### config.mk
export PLATFORM = sky130hd
export DESIGN_NAME = joy_input_conditioner
export DESIGN_NICKNAME = d
export VERILOG_FILES = /design/src/rtl/joy_input_conditioner.sv
export SDC_FILE = /design/constraint.sdc
export NUM_CORES = 1
export LEC_CHECK = 0
export CAP_MARGIN = 10
export CELL_PAD_IN_SITES_DETAIL_PLACEMENT = 1
export CELL_PAD_IN_SITES_GLOBAL_PLACEMENT = 1
export CORE_AREA = 8 8 154 156
export CTS_CLUSTER_SIZE = 16
export DETAILED_ROUTE_END_ITERATION = 12
export DIE_AREA = 0 0 162 164
export PLACE_DENSITY = 0.81
export SYNTH_ARGS = -nofsm -noshare
export SYNTH_HDL_FRONTEND = slang
export SYNTH_SLANG_ARGS = --single-unit
### constraint.sdc
create_clock -name clk -period 2.9 [get_ports clk]
set_clock_uncertainty 0.15 [all_clocks]
set_input_delay 0.58 -clock clk [delete_from_list [all_inputs] [get_ports clk]]
set_output_delay 0.58 -clock clk [all_outputs]
set_load 0.1 [all_outputs]
### src/rtl/joy_input_conditioner.sv
// Joystick button conditioner: 2-FF sync, per-bit debounce, press one-shots,
// and typematic auto-repeat on the four cursor directions, muted while the OSD is open.
module joy_input_conditioner #(
  parameter int DEBOUNCE_CYCLES = 50000,
  parameter int REPEAT_DELAY    = 15000000,
  parameter int REPEAT_RATE     = 4000000
) (
  input  logic       clk,
  input  logic       reset_n,
  input  logic [8:0] joy_raw,
  input  logic       osd_active,
  output logic [8:0] btn_held,
  output logic [8:0] btn_pulse
);

  localparam int DW   = $clog2(DEBOUNCE_CYCLES + 1);
  localparam int RMAX = (REPEAT_DELAY > REPEAT_RATE) ? REPEAT_DELAY : REPEAT_RATE;
  localparam int RW   = $clog2(RMAX + 1);

  localparam logic [DW-1:0] DB_LAST    = DW'(DEBOUNCE_CYCLES - 1);
  localparam logic [RW-1:0] DELAY_LAST = RW'(REPEAT_DELAY - 1);
  localparam logic [RW-1:0] RATE_LAST  = RW'(REPEAT_RATE - 1);

  localparam logic [1:0] S_IDLE   = 2'd0;
  localparam logic [1:0] S_DELAY  = 2'd1;
  localparam logic [1:0] S_REPEAT = 2'd2;

  logic [8:0]    sync_p0;
  logic [8:0]    sync_p1;
  logic [8:0]    stable;
  logic [8:0]    held_prev;
  logic [DW-1:0] db_cnt [9];

  logic [1:0]    state;
  logic [1:0]    owner;
  logic [1:0]    new_owner;
  logic [RW-1:0] rc;
  logic [RW-1:0] rc_last;
  logic [8:0]    rise;
  logic [3:0]    dir_rise;
  logic [3:0]    rep_vec;
  logic          rep_fire;

  // Stage p0/p1: synchroniser, then debounce into stable, then registered level
  always_ff @(posedge clk) begin
    if (!reset_n) begin
      sync_p0   <= '0;
      sync_p1   <= '0;
      stable    <= '0;
      btn_held  <= '0;
      held_prev <= '0;
      for (int i = 0; i < 9; i++) db_cnt[i] <= '0;
    end else begin
      sync_p0 <= joy_raw;
      sync_p1 <= sync_p0;
      for (int i = 0; i < 9; i++) begin
        if (sync_p1[i] != stable[i]) begin
          if (db_cnt[i] == DB_LAST) begin
            stable[i] <= sync_p1[i];
            db_cnt[i] <= '0;
          end else begin
            db_cnt[i] <= db_cnt[i] + DW'(1);
          end
        end else begin
          db_cnt[i] <= '0;
        end
      end
      btn_held  <= stable;
      held_prev <= btn_held;
    end
  end

  // A fresh press edge on any direction pre-empts a repeat pulse in the same cycle
  always_comb begin
    rise      = btn_held & ~held_prev;
    dir_rise  = rise[3:0];
    new_owner = 2'd0;
    for (int i = 0; i < 4; i++) begin
      if (dir_rise[i]) new_owner = 2'(i);
    end
    rc_last   = (state == S_DELAY) ? DELAY_LAST : RATE_LAST;
    rep_fire  = (state != S_IDLE) && btn_held[owner] && (dir_rise == 4'd0) && (rc == rc_last);
    rep_vec   = rep_fire ? (4'b0001 << owner) : 4'b0000;
    btn_pulse = osd_active ? 9'd0 : (rise | {5'd0, rep_vec});
  end

  always_ff @(posedge clk) begin
    if (!reset_n) begin
      state <= S_IDLE;
      owner <= 2'd0;
      rc    <= '0;
    end else if (osd_active) begin
      state <= S_IDLE;
      rc    <= '0;
    end else if (dir_rise != 4'd0) begin
      state <= S_DELAY;
      owner <= new_owner;
      rc    <= '0;
    end else if (state != S_IDLE) begin
      if (!btn_held[owner]) begin
        state <= S_IDLE;
        rc    <= '0;
      end else if (rc == rc_last) begin
        state <= S_REPEAT;
        rc    <= '0;
      end else begin
        rc <= rc + RW'(1);
      end
    end
  end

endmodule
# Word-level counts from Yosys, hierarchy flattened
# Memory sizes are Yosys's and may differ from the RTL's.
# Index checks and enable logic that the tools add are counted.
# Widths: inputs -> output; s select.
[totals] mem_count=1 reg_bits=73 latch_bits=0 mem_bits_ro=0 mem_bits_rw=144 output_inout_bits=18 inputBits=12
[op_classes] n_lt_le_gt_ge=1 shift=1 n_reduce_logical=21 n_mux=141 n_mul=0 addsub=10 n_bitwise=32 div=0 n_eq_ne=22
[memory_table] name="db_cnt" words=9 word_bits=16 read_ports=9 rd_ports_with_merged_regs=0 write_ports=9 line_no="32" source="logic [DW-1:0] db_cnt [9];"
[op_table] cell="$mux 16" n=27
[op_table] cell="$add 16x1->16 const B" n=9
[op_table] cell="$eq 16x16->1 const B" n=9
[op_table] cell="$mux 1" n=104
[op_table] cell="$mux 24" n=3
[op_table] cell="$or 1x1->1" n=27
[op_table] cell="$add 24x1->24 const B" n=1
[op_table] cell="$eq 24x24->1" n=1
[op_table] cell="$reduce_and 2->1" n=12
[op_table] cell="$and 9x9->9" n=1
[op_table] cell="$mux 9" n=1
[op_table] cell="$ne 1x1->1" n=9
[op_table] cell="$not 9->9" n=1
[op_table] cell="$or 9x4->9" n=1
[op_table] cell="$mux 2" n=4
[op_table] cell="$lt 2x5->1 const B" n=1
[op_table] cell="$logic_not 4->1" n=1
[op_table] cell="$mux 4" n=1
[op_table] cell="$reduce_bool 2->1" n=2
[op_table] cell="$reduce_bool 4->1" n=1
[op_table] cell="$shl 1x2->4 const A" n=1
[op_table] cell="$logic_and 1x1->1" n=3
[op_table] cell="$ne 3x1->1 const B" n=1
[op_table] cell="$reduce_or 3->1" n=1
[op_table] cell="5 further kinds" n=6

# Longest topological paths before layout
# An unclocked memory read counts as a cell.
[depth] depth_word=9 ltp_mapped=8

# Least setup slack after synthesis
# No wires, ideal clock.
[synth_timing] path_type="register -> output" startpoint="reg btn_held[2]" endpoint="out btn_pulse[0]" t_arrival_ps=3917 stages_incl_launch_ff=4 slack_ps=-1747 cell_sequence="dfxtp_1 -> mux4_2 -> nand4_1 -> o31ai_1"
[synth_between] elab_chain_len=8 elab_cells_between_ends=10 classes_between="mux: 4; bitwise: 2; reduce/logical: 4"
[synth_lines] item="from (decl)" line_no="12" source="output logic [8:0] btn_held,"
[synth_lines] item="from (signal assigned)" line_no="68" source="btn_held <= stable;"
[synth_lines] item="$bmux 1 s2" line_no="82" source="rep_fire = (state != S_IDLE) && btn_held[owner] && (dir_rise == 4'd0) && (rc == rc_last);"
[synth_lines] item="$mux 1 (not written as such)" line_no="82"
[synth_lines] item="$logic_and 1x1->1" line_no="82"
[synth_lines] item="$logic_and 1x1->1 * (2 in series)" line_no="82"
[synth_lines] item="$mux 4 *" line_no="83" source="rep_vec = rep_fire ? (4'b0001 << owner) : 4'b0000;"
[synth_lines] item="$or 9x4->9 *" line_no="84" source="btn_pulse = osd_active ? 9'd0 : (rise | {5'd0, rep_vec});"
[synth_lines] item="$mux 9 *" line_no="84"
[synth_lines] item="to (decl)" line_no="13" source="output logic [8:0] btn_pulse"
# Every way passes the cells marked *; elsewhere a longest branch is shown, timed or not. The select of a mux whose other input is x is not followed.

# Final worst setup path
[layout_timing] startpoint="reg rc[12]" endpoint="out btn_pulse[3]"
[layout_between] elab_chain_len=5
[layout_lines] item="from (decl)" line_no="37" source="logic [RW-1:0] rc;"
[layout_lines] item="from (signal assigned)" line_no="107" source="rc <= rc + RW'(1);"
[layout_lines] item="$eq 24x24->1" line_no="82"
[layout_lines] item="$logic_and 1x1->1" line_no="82"
[layout_lines] item="$mux 4" line_no="83"
[layout_lines] item="$or 9x4->9" line_no="84"
[layout_lines] item="$mux 9" line_no="84"
# Every way passes these cells.

==> flow_summary.yaml <==
outcome:
  status: "finished with violations"
  violations: "setup timing"
worst_hold_path:
  min_to: "sync_p1[6]"
  worstHoldStart: "sync_p0[6]"
  hold_depth: 1
  hp-class: "reg2reg"
global_routing:
  grt_usage_pct: 17.0
  antenna_found_initial: 0
  grt_pass1_wl_um: 37800
  grt_pass1_vias: 8043
  grt_start_max_net_pins: 45
  grt_overflow_total: 0
layout:
  nFillCells: 2410
  areaGrowthSynthToFinish_pct: 21.3
  final_core_util_pct: 59.5
  antenna_cells: 0
  final_area_mm2: 0.0127
  final_nets: 1208
  drive_above_1_share_pct: 10.4
clocking:
  cts_hold_buf: 0
  clock-sinks: 217
  cts_root_buffer: "clkbuf_16"
  cts_tree: "built"
  numCtsBuffers: 25
  path_clk_slew_ns: 0.06
  htreeDepth: 1
  clk_latency_ns: 0.51
  clk_path_buf_depth: 3
timing:
  fin_crit_sh_pct: 111
  max_freq_mhz: 310
  setup-violations-final: 4
  tns_ns: -1.26
  slew_violations: 0
  setup_slack_ns: -0.325
  period_needed_ns: 3.22
  max_slew_margin_pct: 53.2
  rsz0062_at_grt: "yes"
  timing_hold_violations_final: 0
  max_slew.worst_pin.slew_ns: 0.700
yosys:
  synth_async_sr_flop_share_pct: 0
  synth_area_leaders: "edfxtp_1 (41%), dfxtp_1 (14%), xor2_1 (8.0%), nor2_1 (7.1%), xnor2_1 (5.2%)"
  yosysWarnings: 0
  yosys-top-cells-count: "nor2_1 (197), edfxtp_1 (144), xor2_1 (96), dfxtp_1 (73), nand3_1 (67)"
  synth_cell_type_count: 52
  synth-seq-cells: 217
  ys.flop_type: "edfxtp_1"
  synth_area_mm2: 0.0105
  syn_avg_cell_area_um2: 10.6
  netlist_instances: 990
  synth_edf_count: 144
  yosysMostFrequentCell: "nor2_1"
  ys_seq_area_share_pct: 55.3
  synth_top_area_share_pct: 41.3
  synth_top_area_cell: "edfxtp_1"
floorplanning:
  core-area_mm2: 0.0214
  initial_core_util_pct: 49.0
  fp-row-count: 54
  io_pins: 30
  die_y_um: 164
  dieWidth_um: 162
  die_area_mm2: 0.0266
detailed_routing:
  wl_per_cell_um: 14.7
  dr.pass1.iters: 4
  route.detailed.drc: 0
  wirelength_um: 21800
  num_vias: 7485
  antenna_left: 0
  drt-initial-drc-count: 255
  via_per_inst: 5.04
worst_setup_path:
  rr_worst_depth: 5
  crit_type: "reg2out"
  rrSetupSlack_ns: 0.45
  r2r-start: "db_cnt[7][0]"
  crit_arrival_ns: 2.49
  cp-start-kind: "register"
  crit_path_end_kind: "output pin"
  worstReg2RegEnd: "db_cnt[7][11]"
  required_ns: 2.17
  critical_path_peak_fanout: 2
placement:
  port_buffers: 29
  place.gp.congestion: 0.770
  place_area_mm2: 0.0118
  dp_hpwl_um: 15200
power_and_ir_drop:
  fin_total_pwr_uw: 6810
  p_leak_uw: 0.00465
  vdd_ir_drop_max_mv: 0.465
  powerDensity_mw_per_mm2: 536
job:
  drv_cap: 0
cell type report:
cell class | count | area, um2 | area share, %
flip-flops and latches | 217 | 5800 | 45.6
multi-input cells | 874 | 5160 | 40.7
clock buffers | 36 | 749 | 5.90
repair buffers | 49 | 503 | 3.96
well taps | 280 | 350 | 2.76
inverters | 19 | 71.3 | 0.562
clock inverters | 9 | 67.6 | 0.532
where the power goes:
part           internal [uW]  switching (uW)  leakage, uW  total, uW
logic                   94.4             140      0.00216        235
clock network           1880            1200     0.000408       3080
registers               3400            98.3      0.00208       3490
total                   5370            1440      0.00465       6810
sequential cells by signal, indices dropped and copies added (netlist names):
| signal | flops |
|---|---|
| sync_p1 | 9 |
| rc | 24 |
| held_prev | 9 |
| state | 2 |
| db_cnt | 144 |
| stable | 9 |
| btn_held | 9 |
| sync_p0 | 9 |
| owner | 2 |
cell families (layout without fill, tap and decap cells):
| family | Yosys count | count (layout) | synth area share [%] |
|---|---|---|---|
| flip-flops | 217 | 217 | 55.3 |
| other | 1 | 144 | 0.0358 |
| multiplexers | 10 | 10 | 1.08 |
| AND/OR/NAND/NOR | 532 | 532 | 25.9 |
| AO/OA/AOI/OAI | 20 | 20 | 1.54 |
| adder cells (fa/ha/maj) | 10 | 10 | 1.20 |
| XOR/XNOR | 158 | 158 | 13.2 |
| buffers and inverters | 42 | 113 | 1.73 |
worst max path at each step:
stage	slack, ns	depth (start not counted)	start	endpoint
finish	-0.32	7	rc[12]	btn_pulse[3]
global route	-0.45	7	rc[12]	btn_pulse[3]
CTS	-0.35	7	rc[12]	btn_pulse[3]
detailed placement	0.05	8	rc[0]	btn_pulse[1]
global placement	0.11	8	rc[0]	btn_pulse[1]
floorplan	-0.46	6	rc[12]	btn_pulse[3]
through the flow:
stage | hold slack (ns) | cells | setup WS (ns)
finish | 0.281 | 1484 | -0.325
global route | 0.304 | 1484 | -0.448
CTS | 0.289 | 1484 | -0.349
detailed placement | 0.275 | 1435 | 0.0529
global placement | 0.264 | 1435 | 0.115
floorplan | 0.262 | 1133 | -0.460
timing repair:
action | 4_1_cts | 5_1_grt
buffers inserted | 4 | 0
hold endpoints to repair | 0 | 0
setup endpoints to repair | 4 | 4
gates resized for setup | 5 | 1
pin swaps | 1 | 0
metal layers:
layer | wire length [um] | global-route usage (%)
met5 | 0 | 0
met4 | 365 | 4.71
met3 | 688 | 2.56
met2 | 11100 | 30.7
met1 | 9660 | 20.7
cell usage in the layout, fill, tap and decap left out, types with 8 or more instances in the layout:
| master | instances |
|---|---|
| nor4_1 | 8 |
| nand2b_1 | 8 |
| buf_4 | 29 |
| nor2_1 | 197 |
| conb_1 | 144 |
| clkdlybuf4s50_1 | 10 |
| buf_12 | 9 |
| dfxtp_2 | 8 |
| edfxtp_1 | 144 |
| nor3_1 | 21 |
| xnor2_1 | 62 |
| nand4_1 | 36 |
| and4_1 | 19 |
| and2_1 | 38 |
| inv_1 | 19 |
| ha_1 | 9 |
| and3_1 | 23 |
| nor2_2 | 20 |
| nand3_1 | 67 |
| dfxtp_1 | 65 |
| xor2_1 | 96 |
| clkbuf_16 | 27 |
| nand2_1 | 52 |
| mux2i_1 | 9 |
worst max-delay path, cell delays in order, from the launching register on:
cell	delay, ns
dfxtp_2	0.32
or3b_1	0.38
or4_4	0.43
nor2_1	0.10
nand4_1	0.13
buf_4	0.18
o31ai_4	0.25
buf_12	0.21
Note: power is estimated with default switching activity, not from simulation.
